### config.mk
export PLATFORM = sky130hd
export DESIGN_NAME = fetch_unit_flat
export DESIGN_NICKNAME = d
export VERILOG_FILES = /design/src/rtl/fetch_unit_if.sv /design/src/rtl/fetch_unit.sv /design/src/flat_wrapper.sv
export SDC_FILE = /design/constraint.sdc
export NUM_CORES = 1
export LEC_CHECK = 0
export ABC_AREA = 0
export CAP_MARGIN = 20
export CORE_ASPECT_RATIO = 2
export CORE_MARGIN = 2
export CORE_UTILIZATION = 45
export CTS_CLUSTER_SIZE = 28
export DETAILED_ROUTE_END_ITERATION = 10
export GPL_TIMING_DRIVEN = 0
export PLACE_DENSITY = 0.68
export SYNTH_ARGS = -nofsm -noshare
export SYNTH_HDL_FRONTEND = slang
export SYNTH_SLANG_ARGS = --single-unit
### constraint.sdc
create_clock -name clk -period 4.38 [get_ports clk]
set_input_delay 0.438 -clock clk [delete_from_list [all_inputs] [get_ports clk]]
set_output_delay 0.438 -clock clk [all_outputs]
set_load 0.02 [all_outputs]
### src/rtl/fetch_unit_if.sv
// fetch_unit_if: instruction-memory, redirect and decode-handshake signals of the fetch stage.
interface fetch_unit_if #(parameter int DEPTH = 4);
  logic [31:0] imem_addr;
  logic [31:0] imem_instr;
  logic branch_taken;
  logic [31:0] branch_pc;
  logic [31:0] branch_offset;
  logic out_valid;
  logic out_ready;
  logic [31:0] out_instr;
  logic [31:0] out_pc;
  logic [31:0] out_pc_plus4;
  logic [$clog2(DEPTH):0] buf_count;
  modport master (
    output imem_addr, out_valid, out_instr, out_pc, out_pc_plus4, buf_count,
    input imem_instr, branch_taken, branch_pc, branch_offset, out_ready
  );
  modport slave (
    input imem_addr, out_valid, out_instr, out_pc, out_pc_plus4, buf_count,
    output imem_instr, branch_taken, branch_pc, branch_offset, out_ready
  );
endinterface

### src/rtl/fetch_unit.sv
// fetch_unit: PC owner and fetch FIFO feeding decode; FETCH_BYPASS_EN adds a zero-latency empty-FIFO path.
module fetch_unit #(
  parameter logic [31:0] RESET_PC = 32'd0,
  parameter int DEPTH = 4
) (
  input logic clk,
  input logic rst,
  fetch_unit_if.master io_fu
);
  localparam int AW = $clog2(DEPTH);
  logic [31:0] r_pc;
  logic [31:0] r_mem_instr [DEPTH];
  logic [31:0] r_mem_pc [DEPTH];
  logic [AW-1:0] r_wp, r_rp;
  logic [AW:0] r_count;
  logic [31:0] r_last_instr, r_last_pc;
  logic w_empty, w_full, w_valid, w_pop, w_pop_fifo, w_push, w_write;
  logic [31:0] w_instr, w_pc, w_target;
  assign w_empty = r_count == '0;
  assign w_full = r_count == (AW+1)'(DEPTH);
`ifdef FETCH_BYPASS_EN
  logic w_byp;
  assign w_byp = w_empty && !io_fu.branch_taken;
  assign w_valid = !w_empty || w_byp;
  assign w_instr = !w_empty ? r_mem_instr[r_rp] : w_byp ? io_fu.imem_instr : r_last_instr;
  assign w_pc = !w_empty ? r_mem_pc[r_rp] : w_byp ? r_pc : r_last_pc;
  assign w_write = w_push && !(w_byp && io_fu.out_ready);
`else
  assign w_valid = !w_empty;
  assign w_instr = w_empty ? r_last_instr : r_mem_instr[r_rp];
  assign w_pc = w_empty ? r_last_pc : r_mem_pc[r_rp];
  assign w_write = w_push;
`endif
  assign w_pop = w_valid && io_fu.out_ready;
  assign w_pop_fifo = w_pop && !w_empty;
  assign w_push = !w_full || w_pop;
  assign w_target = io_fu.branch_pc + 32'd4 + (io_fu.branch_offset << 2);
  assign io_fu.imem_addr = r_pc >> 2;
  assign io_fu.out_valid = w_valid;
  assign io_fu.out_instr = w_instr;
  assign io_fu.out_pc = w_pc;
  assign io_fu.out_pc_plus4 = w_pc + 32'd4;
  assign io_fu.buf_count = r_count;
  always_ff @(posedge clk) begin
    if (w_write && !io_fu.branch_taken) begin
      r_mem_instr[r_wp] <= io_fu.imem_instr;
      r_mem_pc[r_wp] <= r_pc;
    end
  end
  // r_last_* keeps the most recently presented word so outputs hold while empty
  always_ff @(posedge clk or posedge rst) begin
    if (rst) begin
      r_pc <= RESET_PC;
      r_wp <= '0;
      r_rp <= '0;
      r_count <= '0;
      r_last_instr <= '0;
      r_last_pc <= '0;
    end else begin
      if (w_valid) begin
        r_last_instr <= w_instr;
        r_last_pc <= w_pc;
      end
      if (io_fu.branch_taken) begin
        r_pc <= w_target;
        r_wp <= '0;
        r_rp <= '0;
        r_count <= '0;
      end else begin
        r_pc <= w_push ? r_pc + 32'd4 : r_pc;
        r_wp <= w_write ? r_wp + AW'(1) : r_wp;
        r_rp <= w_pop_fifo ? r_rp + AW'(1) : r_rp;
        r_count <= r_count + (AW+1)'(w_write) - (AW+1)'(w_pop_fifo);
      end
    end
  end
endmodule

### src/flat_wrapper.sv
// flat-port wrapper written by rule: the top's interface ports become plain ports
module fetch_unit_flat 
#(
  parameter logic [31:0] RESET_PC = 32'd0,
  parameter int DEPTH = 4
)
  (clk, rst, io_fu_imem_addr, io_fu_out_valid, io_fu_out_instr, io_fu_out_pc, io_fu_out_pc_plus4, io_fu_buf_count, io_fu_imem_instr, io_fu_branch_taken, io_fu_branch_pc, io_fu_branch_offset, io_fu_out_ready);
  fetch_unit_if #(.DEPTH(DEPTH)) io_fu_i ();
  input logic clk;
  input logic rst;
  output wire logic [$bits(io_fu_i.imem_addr)-1:0] io_fu_imem_addr;
  output wire logic [$bits(io_fu_i.out_valid)-1:0] io_fu_out_valid;
  output wire logic [$bits(io_fu_i.out_instr)-1:0] io_fu_out_instr;
  output wire logic [$bits(io_fu_i.out_pc)-1:0] io_fu_out_pc;
  output wire logic [$bits(io_fu_i.out_pc_plus4)-1:0] io_fu_out_pc_plus4;
  output wire logic [$bits(io_fu_i.buf_count)-1:0] io_fu_buf_count;
  input wire logic [$bits(io_fu_i.imem_instr)-1:0] io_fu_imem_instr;
  input wire logic [$bits(io_fu_i.branch_taken)-1:0] io_fu_branch_taken;
  input wire logic [$bits(io_fu_i.branch_pc)-1:0] io_fu_branch_pc;
  input wire logic [$bits(io_fu_i.branch_offset)-1:0] io_fu_branch_offset;
  input wire logic [$bits(io_fu_i.out_ready)-1:0] io_fu_out_ready;
  assign io_fu_imem_addr = io_fu_i.imem_addr;
  assign io_fu_out_valid = io_fu_i.out_valid;
  assign io_fu_out_instr = io_fu_i.out_instr;
  assign io_fu_out_pc = io_fu_i.out_pc;
  assign io_fu_out_pc_plus4 = io_fu_i.out_pc_plus4;
  assign io_fu_buf_count = io_fu_i.buf_count;
  assign io_fu_i.imem_instr = io_fu_imem_instr;
  assign io_fu_i.branch_taken = io_fu_branch_taken;
  assign io_fu_i.branch_pc = io_fu_branch_pc;
  assign io_fu_i.branch_offset = io_fu_branch_offset;
  assign io_fu_i.out_ready = io_fu_out_ready;
  fetch_unit #(.RESET_PC(RESET_PC), .DEPTH(DEPTH)) u_core (.clk(clk), .rst(rst), .io_fu(io_fu_i));
endmodule
# Yosys cells after proc, flatten, opt, wreduce, memory -nomap -nowiden
# Memory sizes are Yosys's and may differ from the RTL's.
# Index checks and enable logic that the tools add are counted.
# op_classes
n_eq_ne	1
n_mux	11
add_sub_neg	8
reduce_logical	10
# op_table
op	n
$mux W32	4
$add A32 B3 Y32 const B	3
$add A32 B32 Y32	1
$mux W2	4
$add A2 B1 Y2 const B	2
$reduce_bool A2 Y1	2
$add A3 B1 Y3	1
$eq A3 B3 Y1 const B	1
$logic_and A1 B1 Y1	3
$logic_not A1 Y1	3
$logic_not A3 Y1	1
$mux W3	1
$sub A3 B1 Y3	1
$mux W1	2
$logic_or A1 B1 Y1	1
# totals
n_memories	2
inputBits	100
register_bits	103
out_inout_bits	132
mem_bits_rw	256
elab_cells	38
# memory_table
memory	depth	width	rd	rd_ports_with_merged_regs	wr	line_no	rtl
u_core.r_mem_instr	4	32	1	0	1	fetch_unit.sv:12	logic [31:0] r_mem_instr [DEPTH];
u_core.r_mem_pc	4	32	1	0	1	fetch_unit.sv:13	logic [31:0] r_mem_pc [DEPTH];

# Logic depth before layout (Yosys ltp)
# logic_depth
word_depth	7
mapped_depth	16
depth_no_buf	12

# Least setup slack after synthesis
# OpenSTA, ideal clock, no wires.
# synth_path
kind	register -> output
start	reg u_core.r_count[1], in the netlist u_core.io_fu.buf_count[1]
end	out io_fu_out_pc_plus4[28]
stages_incl_launch_ff	17
arrival_time_ns	3.905
required_time_ns	3.942
n_path_buf	5
slack_ns	0.037
cell_sequence	dfrtp_1 -> nor3_4 -> inv_1 -> buf_6 -> buf_2 -> buf_1 -> clkbuf_1 -> buf_1 -> nand2_1 -> nand2_1 -> ha_1 -> nand4_1 -> o22ai_1 -> nand2_1 -> nor2_2 -> nand4_1 -> xnor2_1
# synth_via
elab_chain_cells	3
# synth_lines
item	line_no	rtl
start: declaration	fetch_unit.sv:15	logic [AW:0] r_count;
start signal: assignment	fetch_unit.sv:73	r_count <= r_count + (AW+1)'(w_write) - (AW+1)'(w_pop_fifo);
$logic_not A3 Y1	fetch_unit.sv:19	assign w_empty = r_count == '0;
$mux W32	fetch_unit.sv:31	assign w_pc = w_empty ? r_last_pc : r_mem_pc[r_rp];
via io_fu_out_pc[3]	flat_wrapper.sv:14	output wire logic [$bits(io_fu_i.out_pc)-1:0] io_fu_out_pc;
$add A32 B3 Y32	fetch_unit.sv:42	assign io_fu.out_pc_plus4 = w_pc + 32'd4;
end: declaration	flat_wrapper.sv:15	output wire logic [$bits(io_fu_i.out_pc_plus4)-1:0] io_fu_out_pc_plus4;
# The timed path passes the listed nets, and every way through them passes these cells.

# Worst setup path in the final report
# layout_path
start	reg u_core.r_rp[0]
end	out io_fu_out_pc_plus4[19]
# layout_via
elab_chain_cells	3
# layout_lines
item	line_no	rtl
start: declaration	fetch_unit.sv:14	logic [AW-1:0] r_wp, r_rp;
start signal: assignment	fetch_unit.sv:72	r_rp <= w_pop_fifo ? r_rp + AW'(1) : r_rp;
$mem_v2 Z4 W32	-	
$mux W32	fetch_unit.sv:31	
$add A32 B3 Y32	fetch_unit.sv:42	
# No other way between the ends.

==> run_results.csv <==
group,metric,value,unit
setup_path,startpoint_type,"register",
logic_synthesis,synth_seq_area_share,0.607,
job,drv_cap,0,
timing,max_slew_margin,0.356,
hold_path,min_path_type,"primary input to asynchronous set/reset pin",
timing,post-route-min-period,4.26,ns
die,initial_core_util,0.455,
drt,ant_nets,0,
logic_synthesis,synthXorXnorAreaFrac,0.0399,
cts,clkTransAtPathRegs,0.07,ns
timing,hold_ws,0.214,ns
pwr,internal_power,8.85,mW
setup_path,required,3.94,ns
global_routing,use_met3,0.0201,
drt,drtIter0Drc,505,
cells_and_area,drive_above_1_share,0.135,
pwr,pwr-share-seq,0.337,
die,die_area,39200,um^2
global_routing,top_usage_layer,"met2",
timing,finalHoldViolations,0,
run_status,status,"completed",
global_routing,antenna_found_initial,1,
setup_path,cp-end-kind,"output pin",
global_routing,grt_usage,0.210,
logic_synthesis,synthFlopType,"edfxtp_1",
pwr,swShare,0.382,
drt,via_per_inst,5.36,
setup_path,crit_end,"io_fu_out_pc_plus4[19]",
logic_synthesis,post-synth-top-area-cell,"edfxtp_1",
cells_and_area,multiInputGateArea,6080,um^2
logic_synthesis,postSynthCellCount,1282,
setup_path,worstSetupPathType,"register to output pin",
setup_path,reg2regPathDepth,13,
drt,wl_per_cell,20.1,um
logic_synthesis,synth_top_family_by_area,"simple AND/OR/NAND/NOR gates",
drt,dr_total_vias,10906,
drt,dr.pass1.iters,4,
place,finalWeightedCongestion,0.881,
die,fp-row-count,100,
cts,cts_tree,"yes",
logic_synthesis,synthesis.area,16900,um^2
pwr,switchingPower,5.46,mW
drt,drc,0,
place,io_buffers,227,
cells_and_area,seq_area,10300,um^2
global_routing,grt-ovfl-total,0,
cts,cts_buffers,30,
cells_and_area,final_nets,1718,
logic_synthesis,ys_warn_count,0,
timing,period_share,0.972,
setup_path,crit_path_start,"u_core.r_rp[0]",
pwr,pwr-share-comb,0.483,
die,core,37200,um^2
logic_synthesis,synth_fa_ha_area_frac,0.0505,
die,pin_count,232,
cells_and_area,nFillCells,3083,
setup_path,worstPathMaxFanout,10,
place,dp_worst_setup_slack,-2.14,ns
global_routing,grt_max_degree,77,
place,dpl.hpwl,30500,um
timing,rsz0062_at_grt,"yes",
setup_path,rr_endpoint,"u_core.io_fu.buf_count[2]",
logic_synthesis,synth_compound_area_frac,0.0489,
setup_path,r2r-start,"u_core.io_fu.buf_count[2]",
timing,tightest_slew,0.963,ns
timing,fmax,0.235,GHz
logic_synthesis,synthMuxAreaShare,0.0968,
cells_and_area,n_antenna_cell,0,
cts,cts_root_buffer,"clkbuf_16",
die,dieWidth,141,um
logic_synthesis,synth_simple_gate_area_share,0.121,
cells_and_area,areaGrowthSynthToFinish,24.1,%
pwr,clkPwrFrac,0.180,
cts,clkLatencyLatePin,0.57,ns
logic_synthesis,synth.distinct_cells,63,
timing,slew_violations,0,
global_routing,met2_usage,0.425,
pwr,leakage,8.18,nW
drt,wirelength,40900,um
timing,setup_viol_count_final,0,
cts,htreeDepth,1,
setup_path,cp_data_arrival_time,3.82,ns
logic_synthesis,synth_top_area_share,0.455,
logic_synthesis,syn_avg_cell_area,13.2,um^2
timing,setup_ws,0.123,ns
die,fp.dieH,278,um
logic_synthesis,synthArstFlopShare,0.287,
pwr,peakVddDrop,0.362,mV
pwr,power_density,682,nW/um^2
logic_synthesis,synth_area_leaders,"edfxtp_1, dfrtp_1, mux4_2, nand2_1, ha_1",
cts,clk_path_buf_depth,3,
setup_path,rrSetupSlack,1.58,ns
timing,fin_setup_tns,0,ns
timing,fin_skew,0.00949,ns
global_routing,grtUsageMet1,0.213,
global_routing,grt_pass1_vias,11563,
logic_synthesis,synth_edf_count,256,
cts,cts.sinks,359,
logic_synthesis,synth-seq-cells,359,
global_routing,grt_first_pass_wirelength,63200,um
-- layer usage --
layer / wire, um / part of all wire
met5: 16 / 0.00039
met3: 1500 / 0.037
met1: 13900 / 0.34
met4: 1600 / 0.039
met2: 23900 / 0.58
-- flip-flops by register name, summed over array words and instances, names as in the netlist --
register                cells
u_core.r_mem_instr        128
u_core.r_mem_pc           128
u_core.r_last_instr        32
u_core.r_last_pc           32
u_core.r_pc                32
u_core.io_fu.buf_count      3
u_core.r_rp                 2
u_core.r_wp                 2
-- critical path, cell delays in order (launching register included) --
cell and delay, ns:
dfrtp_1 0.44, buf_6 0.19, mux4_1 0.37, nand2_1 0.10, o21ai_1 0.31, nand3_2 0.16
or3b_1 0.41, buf_6 0.18, nor3_2 0.20, xor2_1 0.24, clkdlybuf4s50_1 0.64
-- cells in the final DEF (no fill, tap or decap), drive strengths merged, types with 20 or more instances in the layout --
cell           count
a21oi             45
buf               69
clkbuf            65
clkdlybuf4s50    215
dfrtp            103
edfxtp           256
ha                65
inv               28
mux4              64
nand2            288
nand3             36
nor2              46
nor3              20
o21ai             36
xnor2             37
xor2              40
-- logic make-up (layout without fill, tap and decap cells) --
family	Yosys count	after routing
flip-flops	359	359
AO/OA/AOI/OAI	136	136
multiplexers	80	80
buffers and inverters	105	397
adder cells (fa/ha/maj)	67	67
AND/OR/NAND/NOR	457	457
XOR/XNOR	77	77
other	1	2
-- worst min-delay path by stage --
stage / startpoint / end / slack (ns) / cells past startpoint
floorplan: u_core.r_last_instr[0] / u_core.r_last_instr[0] / 0.43 / 2
global placement: u_core.r_last_instr[27] / u_core.r_last_instr[27] / 0.44 / 2
detailed placement: u_core.r_last_pc[31] / u_core.r_last_pc[31] / 0.45 / 2
CTS: rst / u_core.r_last_instr[20] / 0.21 / 2
global route: rst / u_core.r_last_instr[16] / 0.24 / 2
finish: rst / u_core.r_last_instr[20] / 0.21 / 2
-- stage by stage --
stage,power [mW],instance area (um^2),cells,utilization
after global placement,11.7,19800,1969,0.532
after CTS,14.5,21000,2032,0.565
after detailed placement,11.8,19900,1975,0.536
after global routing,15.1,21000,2034,0.565
final,14.3,21000,2034,0.565
after floorplan,8.80,16900,1283,-
-- cell type report --
cell class                      instances  share of cell area
Inverter                               26             0.00489
Multi-Input combinational cell        819               0.290
Clock inverter                         17             0.00578
Clock buffer                           39              0.0394
Sequential cell                       359               0.489
Tap cell                              459              0.0274
Buffer                                 77              0.0276
Timing Repair Buffer                  238               0.116
-- power by group through the flow --
stage / Clock (mW) / Sequential, mW / Combinational [mW]
after floorplan: 0 / 4.79 / 4.01
after global placement: 0 / 4.88 / 6.81
after detailed placement: 0 / 4.90 / 6.91
after CTS: 2.64 / 4.82 / 7.01
after global routing: 2.76 / 4.90 / 7.43
final: 2.58 / 4.82 / 6.91
-- cell usage after synthesis (3+ instances only) --
cell / count
and2_1: 9
mux4_1: 7
inv_1: 25
nand3_1: 35
mux2_2: 7
a211oi_1: 6
xor2_1: 40
buf_2: 7
and4_1: 5
a31oi_1: 7
clkbuf_1: 24
buf_6: 7
edfxtp_1: 256
o21a_1: 4
a21o_1: 9
buf_4: 35
nor2b_1: 4
o21ai_0: 34
mux2i_1: 9
nor2_1: 45
o22ai_1: 6
nand2b_1: 3
nand2_1: 288
o21bai_1: 7
xnor2_1: 37
buf_1: 5
mux4_2: 57
nor3_1: 13
and4b_1: 3
ha_1: 65
a21oi_1: 45
nor4_1: 4
or3_1: 3
o31ai_1: 3
nand4_1: 18
dfrtp_1: 103
nor3_2: 6
and3_1: 11
-- timing repair --
action,in CTS,in global routing
gates resized for setup,54,15
setup endpoints to repair,69,25
endpoints found under the hold margin,0,0
pin swaps,2,3
setup buffers,3,2
hold buffers,0,0
Note: power is estimated with default switching activity, not from simulation.
